===== config.mk =====
export PLATFORM = sky130hd
export DESIGN_NAME = alarm_siren_ctrl_flat
export DESIGN_NICKNAME = d
export VERILOG_FILES = /design/src/rtl/alarm_siren_ctrl_if.sv /design/src/rtl/alarm_siren_ctrl.sv /design/src/flat_wrapper.sv
export SDC_FILE = /design/constraint.sdc
export NUM_CORES = 1
export LEC_CHECK = 0
export CAP_MARGIN = 30
export CELL_PAD_IN_SITES_DETAIL_PLACEMENT = 2
export CELL_PAD_IN_SITES_GLOBAL_PLACEMENT = 2
export CORE_MARGIN = 2
export CORE_UTILIZATION = 39
export CTS_CLUSTER_SIZE = 12
export DETAILED_ROUTE_END_ITERATION = 8
export PLACE_DENSITY_LB_ADDON = 0.1
export SETUP_SLACK_MARGIN = 0.4
export SLEW_MARGIN = 20
export SYNTH_ARGS = -nofsm -noshare
export SYNTH_HDL_FRONTEND = slang
export SYNTH_SLANG_ARGS = --single-unit
export TNS_END_PERCENT = 1

===== constraint.sdc =====
create_clock -name clk -period 3.13 [get_ports clk]
set_input_delay 0.626 -clock clk [delete_from_list [all_inputs] [get_ports clk]]
set_output_delay 0.626 -clock clk [all_outputs]
set_load 0.02 [all_outputs]

===== src/rtl/alarm_siren_ctrl_if.sv =====
// alarm_siren_ctrl_if: alarm input, operator ack and siren/lamp/status outputs
interface alarm_siren_ctrl_if;
    logic       alarm_in;
    logic       ack;
    logic       siren;
    logic       lamp;
    logic [1:0] state;
    logic [7:0] event_count;
    modport master (output alarm_in, ack, input siren, lamp, state, event_count);
    modport slave (input alarm_in, ack, output siren, lamp, state, event_count);
endinterface


===== src/rtl/alarm_siren_ctrl.sv =====
// alarm_siren_ctrl: synchronized, debounced alarm latch driving a blinking siren and a steady lamp
module alarm_siren_ctrl #(
    parameter int DEBOUNCE_CYC  = 4,
    parameter int SIREN_HALF    = 8,
    parameter int SIREN_TIMEOUT = 64
) (
    input logic clk,
    input logic reset,
    alarm_siren_ctrl_if.slave bus
);
    localparam int DW = $clog2(DEBOUNCE_CYC + 1);
    localparam int HW = $clog2(SIREN_HALF + 1);
    localparam int TW = $clog2(SIREN_TIMEOUT + 1);
    typedef enum logic [1:0] {IDLE = 2'b00, PENDING = 2'b01, ALARM = 2'b10, SILENCED = 2'b11} state_t;
    state_t        state, state_nxt;
    logic          s1, alarm_s;
    logic [DW-1:0] cnt, cnt_nxt;
    logic [HW-1:0] half, half_nxt;
    logic [TW-1:0] tmo, tmo_nxt;
    logic          siren, siren_nxt, lamp, lamp_nxt;
    logic [7:0]    events, events_nxt;
    logic          confirm;
    always_ff @(posedge clk or posedge reset)
        if (reset) begin
            state   <= IDLE;
            s1      <= 1'b0;
            alarm_s <= 1'b0;
            cnt     <= '0;
            half    <= '0;
            tmo     <= '0;
            siren   <= 1'b0;
            lamp    <= 1'b0;
            events  <= '0;
        end else begin
            state   <= state_nxt;
            s1      <= bus.alarm_in;
            alarm_s <= s1;
            cnt     <= cnt_nxt;
            half    <= half_nxt;
            tmo     <= tmo_nxt;
            siren   <= siren_nxt;
            lamp    <= lamp_nxt;
            events  <= events_nxt;
        end
    // cnt is the debounce run in PENDING and the release run in SILENCED
    always_comb begin
        state_nxt  = state;
        cnt_nxt    = cnt;
        half_nxt   = half;
        tmo_nxt    = tmo;
        siren_nxt  = siren;
        lamp_nxt   = lamp;
        events_nxt = events;
        confirm    = alarm_s && ((state == IDLE && DEBOUNCE_CYC == 1) ||
                                 (state == PENDING && cnt == DW'(DEBOUNCE_CYC - 1)));
        case (state)
            IDLE: if (alarm_s) begin
                state_nxt = PENDING;
                cnt_nxt   = DW'(1);
            end
            PENDING: begin
                state_nxt = alarm_s ? PENDING : IDLE;
                cnt_nxt   = alarm_s ? cnt + 1'b1 : '0;
            end
            ALARM: begin
                half_nxt  = half == HW'(SIREN_HALF - 1) ? '0 : half + 1'b1;
                siren_nxt = half == HW'(SIREN_HALF - 1) ? ~siren : siren;
                tmo_nxt   = tmo + 1'b1;
                if (bus.ack || tmo == TW'(SIREN_TIMEOUT - 1)) begin
                    state_nxt = SILENCED;
                    siren_nxt = 1'b0;
                    cnt_nxt   = '0;
                end
            end
            default: begin
                cnt_nxt = alarm_s ? '0 : cnt + 1'b1;
                if (!alarm_s && cnt == DW'(DEBOUNCE_CYC - 1)) begin
                    state_nxt = IDLE;
                    lamp_nxt  = 1'b0;
                    cnt_nxt   = '0;
                end
            end
        endcase
        if (confirm) begin
            state_nxt  = ALARM;
            cnt_nxt    = '0;
            half_nxt   = '0;
            tmo_nxt    = '0;
            siren_nxt  = 1'b1;
            lamp_nxt   = 1'b1;
            events_nxt = events == 8'hff ? events : events + 8'd1;
        end
    end
    assign bus.state       = state;
    assign bus.siren       = siren;
    assign bus.lamp        = lamp;
    assign bus.event_count = events;
endmodule


===== src/flat_wrapper.sv =====
// flat-port wrapper written by rule: the top's interface ports become plain ports
module alarm_siren_ctrl_flat 
#(
    parameter int DEBOUNCE_CYC  = 4,
    parameter int SIREN_HALF    = 8,
    parameter int SIREN_TIMEOUT = 64
)
  (clk, reset, bus_alarm_in, bus_ack, bus_siren, bus_lamp, bus_state, bus_event_count);
  alarm_siren_ctrl_if bus_i ();
  input logic clk;
  input logic reset;
  input wire logic [$bits(bus_i.alarm_in)-1:0] bus_alarm_in;
  input wire logic [$bits(bus_i.ack)-1:0] bus_ack;
  output wire logic [$bits(bus_i.siren)-1:0] bus_siren;
  output wire logic [$bits(bus_i.lamp)-1:0] bus_lamp;
  output wire logic [$bits(bus_i.state)-1:0] bus_state;
  output wire logic [$bits(bus_i.event_count)-1:0] bus_event_count;
  assign bus_i.alarm_in = bus_alarm_in;
  assign bus_i.ack = bus_ack;
  assign bus_siren = bus_i.siren;
  assign bus_lamp = bus_i.lamp;
  assign bus_state = bus_i.state;
  assign bus_event_count = bus_i.event_count;
  alarm_siren_ctrl #(.DEBOUNCE_CYC(DEBOUNCE_CYC), .SIREN_HALF(SIREN_HALF), .SIREN_TIMEOUT(SIREN_TIMEOUT)) u_core (.clk(clk), .reset(reset), .bus(bus_i));
endmodule

Yosys cells after proc, flatten, opt, wreduce, memory -nomap -nowiden
Index checks and enable logic that the tools add are counted.
{"block": "op_classes", "n_addsub": 4, "n_eq_ne": 9, "mux": 25, "n_bitwise": 2, "reduce_logical": 16}
{"op": "two-way mux 3 bit", "n": 6}
{"op": "two-way mux 7 bit", "n": 2}
{"op": "two-way mux 4 bit", "n": 3}
{"op": "one-hot mux 3 bit (3 select lines)", "n": 1}
{"op": "adder 8 x 1 -> 8 bit (second input constant)", "n": 1}
{"op": "== test 8 bit (second input constant)", "n": 1}
{"op": "two-way mux 1 bit", "n": 8}
{"op": "two-way mux 2 bit", "n": 4}
{"op": "AND reduction 2 bit", "n": 4}
{"op": "adder 7 x 1 -> 7 bit (second input constant)", "n": 1}
{"op": "== test 7 x 6 -> 1 bit (second input constant)", "n": 1}
{"op": "inequality test 3 x 1 -> 1 bit (second input constant)", "n": 2}
{"op": "one-hot mux 2 bit (3 select lines)", "n": 1}
{"op": "nonzero test 5 bit", "n": 1}
{"op": "adder 4 x 1 -> 4 bit (second input constant)", "n": 1}
{"op": "== test 4 x 3 -> 1 bit (second input constant)", "n": 1}
{"op": "nonzero test 2 bit", "n": 2}
{"op": "adder 3 x 1 -> 3 bit (second input constant)", "n": 1}
{"op": "== test 3 x 2 -> 1 bit (second input constant)", "n": 1}
{"op": "logical AND 1 bit", "n": 3}
{"op": "AND reduction 3 bit", "n": 1}
{"op": "nonzero test 3 bit", "n": 1}
{"op": "OR reduction 3 bit", "n": 1}
{"op": "== test 2 x 1 -> 1 bit (second input constant)", "n": 1}
{"op": "other kinds (6)", "n": 7}
{"block": "word_totals", "regBits": 28, "input_bits": 4, "output_inout_bits": 12, "wordCells": 65}

Longest topological paths before layout
{"block": "depth", "ltp_word": 5, "mapped_depth": 6, "ltp_nobuf": 5}

Least setup slack after synthesis
OpenSTA, ideal clock, no wires.
{"block": "synth_timing", "kind": "flip-flop to flip-flop", "from": "register u_core.cnt[0]", "to": "register u_core.events[5], in the netlist u_core.bus.event_count[5]", "setup_ps": 125, "arrival_ps": 1499, "t_required_ps": 3005, "path_slack_ps": 1506, "stages_incl_launch_ff": 6, "path_buffers": 0, "period_less_slack_ps": 1624, "path_cell_list": "dfrtp_1 -> ha_1 -> ha_1 -> and4b_4 -> nand3_2 -> mux2_4"}
{"block": "synth_between", "elab_chain_len": 4}
{"item": "from (decl)", "line": "alarm_siren_ctrl.sv:17", "rtl": "logic [DW-1:0] cnt, cnt_nxt;"}
{"item": "from (signal assigned)", "line": "alarm_siren_ctrl.sv:38", "rtl": "cnt <= cnt_nxt;"}
{"item": "== test 3 x 2 -> 1 bit", "line": "alarm_siren_ctrl.sv:55", "rtl": "(state == PENDING && cnt == DW'(DEBOUNCE_CYC - 1)));"}
{"item": "logical AND 1 bit", "line": "alarm_siren_ctrl.sv:55"}
{"item": "logical AND 1 bit", "line": "alarm_siren_ctrl.sv:54", "rtl": "confirm = alarm_s && ((state == IDLE && DEBOUNCE_CYC == 1) ||"}
{"item": "AND reduction 2 bit (no source line)"}
{"item": "to (signal assigned)", "line": "alarm_siren_ctrl.sv:43", "rtl": "events <= events_nxt;"}
{"item": "to (decl)", "line": "alarm_siren_ctrl.sv:21", "rtl": "logic [7:0] events, events_nxt;"}
Every way passes these cells.
A chain may end at the register's enable or synchronous reset.

Worst setup path in the final report
{"block": "layout_timing", "from": "register u_core.state[0], in the netlist u_core.bus.state[0]", "to": "output port bus_state[0]"}
{"item": "from (decl)", "line": "alarm_siren_ctrl.sv:15", "rtl": "state_t state, state_nxt;"}
{"item": "from (signal assigned)", "line": "alarm_siren_ctrl.sv:35", "rtl": "state <= state_nxt;"}
{"item": "to (decl)", "line": "flat_wrapper.sv:16", "rtl": "output wire logic [$bits(bus_i.state)-1:0] bus_state;"}
No word-level cell between the ends.

==> metrics.cfg <==
[detailed_routing]
ant_nets = 0
wl_per_cell_um = 16.8
drt_first_pass_iters = 4
drc = 0
vias = 1119
wl_um = 3380
vias_per_cell = 5.57
drt-initial-drc-count = 52

[critical_path]
critPathArrivalTime_ns = 1.59
crit_path_end_kind = output port
crit_type = reg -> out
worstPathRequired_ns = 2.50
slowest_stage = clkdlybuf4s50_1
start_kind = flip-flop
crit_family = buffers and inverters
path_buf_inv = 1
max_stage_delay_ns = 0.69
critPathMaxFanout = 15
crit_chain = clkdlybuf4s50_1

[cts]
cts_htree_levels = 1
path_clk_slew_ns = 0.09
hold_buffers = 0
clockBufferDepth = 2
root_buffer = clkbuf_8
ctsResizeCount = 0
cts.sinks = 28
cts_buffers = 3
clk-insertion-delay-late_ns = 0.27
cts_tree = built
cts_setup_buffers = 0

[power]
ir_drop_v = 0.000258
p_leak_nw = 0.754
powerDensity_nw_per_um2 = 697

[placed_design]
globalplace.congestion = 0.708
port_buffers = 15
dpl_worst_slack_ns = 1.21
place_area_um2 = 1670
hpwl_um = 2540

[logic_synthesis]
seq_area_frac_synth_pct = 46.9
postSynthAreaPerCell_um2 = 10.8
synth.net_count = 147
synthArstFlopShare_pct = 100
ys.flop_type = dfrtp_1
syn-cell-area_um2 = 1490
synth_enable_flop_cells = 0
synth-seq-cells = 28
post_synth_num_cell_types = 43
netlist_instances = 138
ys_warn_count = 0

[final_layout]
num_antenna_cells = 0
nNetsFinal = 163
area_growth_syn_to_layout_pct = 15.6
fin_util_pct = 47.1
layout_commonest_cell = dfrtp_1
n_fill_cell = 395
layout-drive-gt1-share_pct = 9.80
final_cell_mix = dfrtp_1 (28), clkdlybuf4s50_1 (15), nand2_1 (10), o21ai_0 (9), a21oi_1 (7)
final_area_um2 = 1730

[outcome]
status = finished clean

[floorplan]
die_h_um = 65.9
core_um2 = 3660
die_area_um2 = 4340
die_x_um = 65.9
start_util_pct = 40.8
pin_count = 16
rows = 22

[timing]
max_freq_mhz = 451
finalSetupViolations = 0
period_minus_slack_ns = 2.22
rsz0062_at_grt = false
holdWs_ns = 0.372
slew_viol_final = 0
layout_setup_ws_ns = 0.914
tightest_slew_ns = 0.545
fin_skew_ns = 0.00699
slew_headroom_pct = 63.4
finalCritPeriodShare_pct = 70.8
hold_viol_final = 0
fin_setup_tns_ns = 0

[global_routing]
first_global_vias = 1253
grt_usage_pct = 18.4
grt_pass1_wl_um = 6020
grt_max_degree = 29
overflow = 0
antenna_found_initial = 0

[min_path]
hp-class = reg -> reg

[job]
maxCapViolations = 0

[flip-flops by register name, indices dropped and copies added, names as in the netlist]
name and cells:
u_core.bus.lamp 1, u_core.bus.state 2, u_core.alarm_s 1, u_core.bus.siren 1
u_core.tmo 7, u_core.half 4, u_core.bus.event_count 8, u_core.cnt 3
u_core.s1 1
[layout make-up]
class / count / area [µm²] / share of cell area (%)
repair buffers: 16 / 158 / 9.14
inverters: 5 / 18.8 / 1.09
clock buffers: 4 / 55.1 / 3.19
multi-input cells: 100 / 733 / 42.5
flip-flops and latches: 28 / 701 / 40.6
well taps: 48 / 60.1 / 3.48
[routing by layer]
metal / global-route usage [%] / vias up / share of wire, %
met5: 0 / - / 0
met4: 6.77 / 0 / 1.2
met3: 2.04 / 4 / 1.8
met2: 31.7 / 14 / 52
met1: 23.6 / 571 / 45
li1: - / 530 / -
[stage by stage]
stage	total power [mW]	std cells
after floorplan	0.852	138
after global placement	0.957	197
after detailed placement	0.999	197
final	1.20	201
after global routing	1.30	201
after CTS	1.23	201
[kinds of logic after synthesis]
kind of cell	Yosys count	synth area share [%]
adder cells (fa/ha/maj)	5	4.19
buffers and inverters	10	3.94
XOR/XNOR	7	4.11
AND/OR/NAND/NOR	53	23.1
multiplexers	7	5.70
flip-flops	28	46.9
AO/OA/AOI/OAI	28	12.0
[where the power goes]
group / internal, mW / switching [mW] / leakage, nW
Sequential: 0.452 / 0.129 / 0.365
Clock: 0.112 / 0.107 / 0.0288
Combinational: 0.200 / 0.202 / 0.361
[synthesized netlist by cell type, drive strengths merged (4+ instances only)]
library cell,number,area [µm²]
inv,5,18.8
nand3,8,50.1
nand2,10,37.5
dfrtp,28,701
xor2,4,35.0
buf,5,40.0
a21oi,7,35.0
nor2,6,22.5
ha,5,62.6
o21ai,10,53.8
mux2i,4,40.0
[worst paths after layout]
path,start,to,slack (ns),depth (start not counted)
worst min-delay path,u_core.s1,u_core.alarm_s,0.37,0
max in group asynchronous,reset,u_core.bus.event_count[0],2.15,3
worst min register to register,u_core.s1,u_core.alarm_s,0.37,0
worst max register to register,u_core.cnt[0],u_core.bus.event_count[7],1.21,5
min in group asynchronous,reset,u_core.half[2],0.72,3
worst max-delay path,u_core.bus.state[0],bus_state[0],0.91,1
Power figures use the tool's default switching activity.
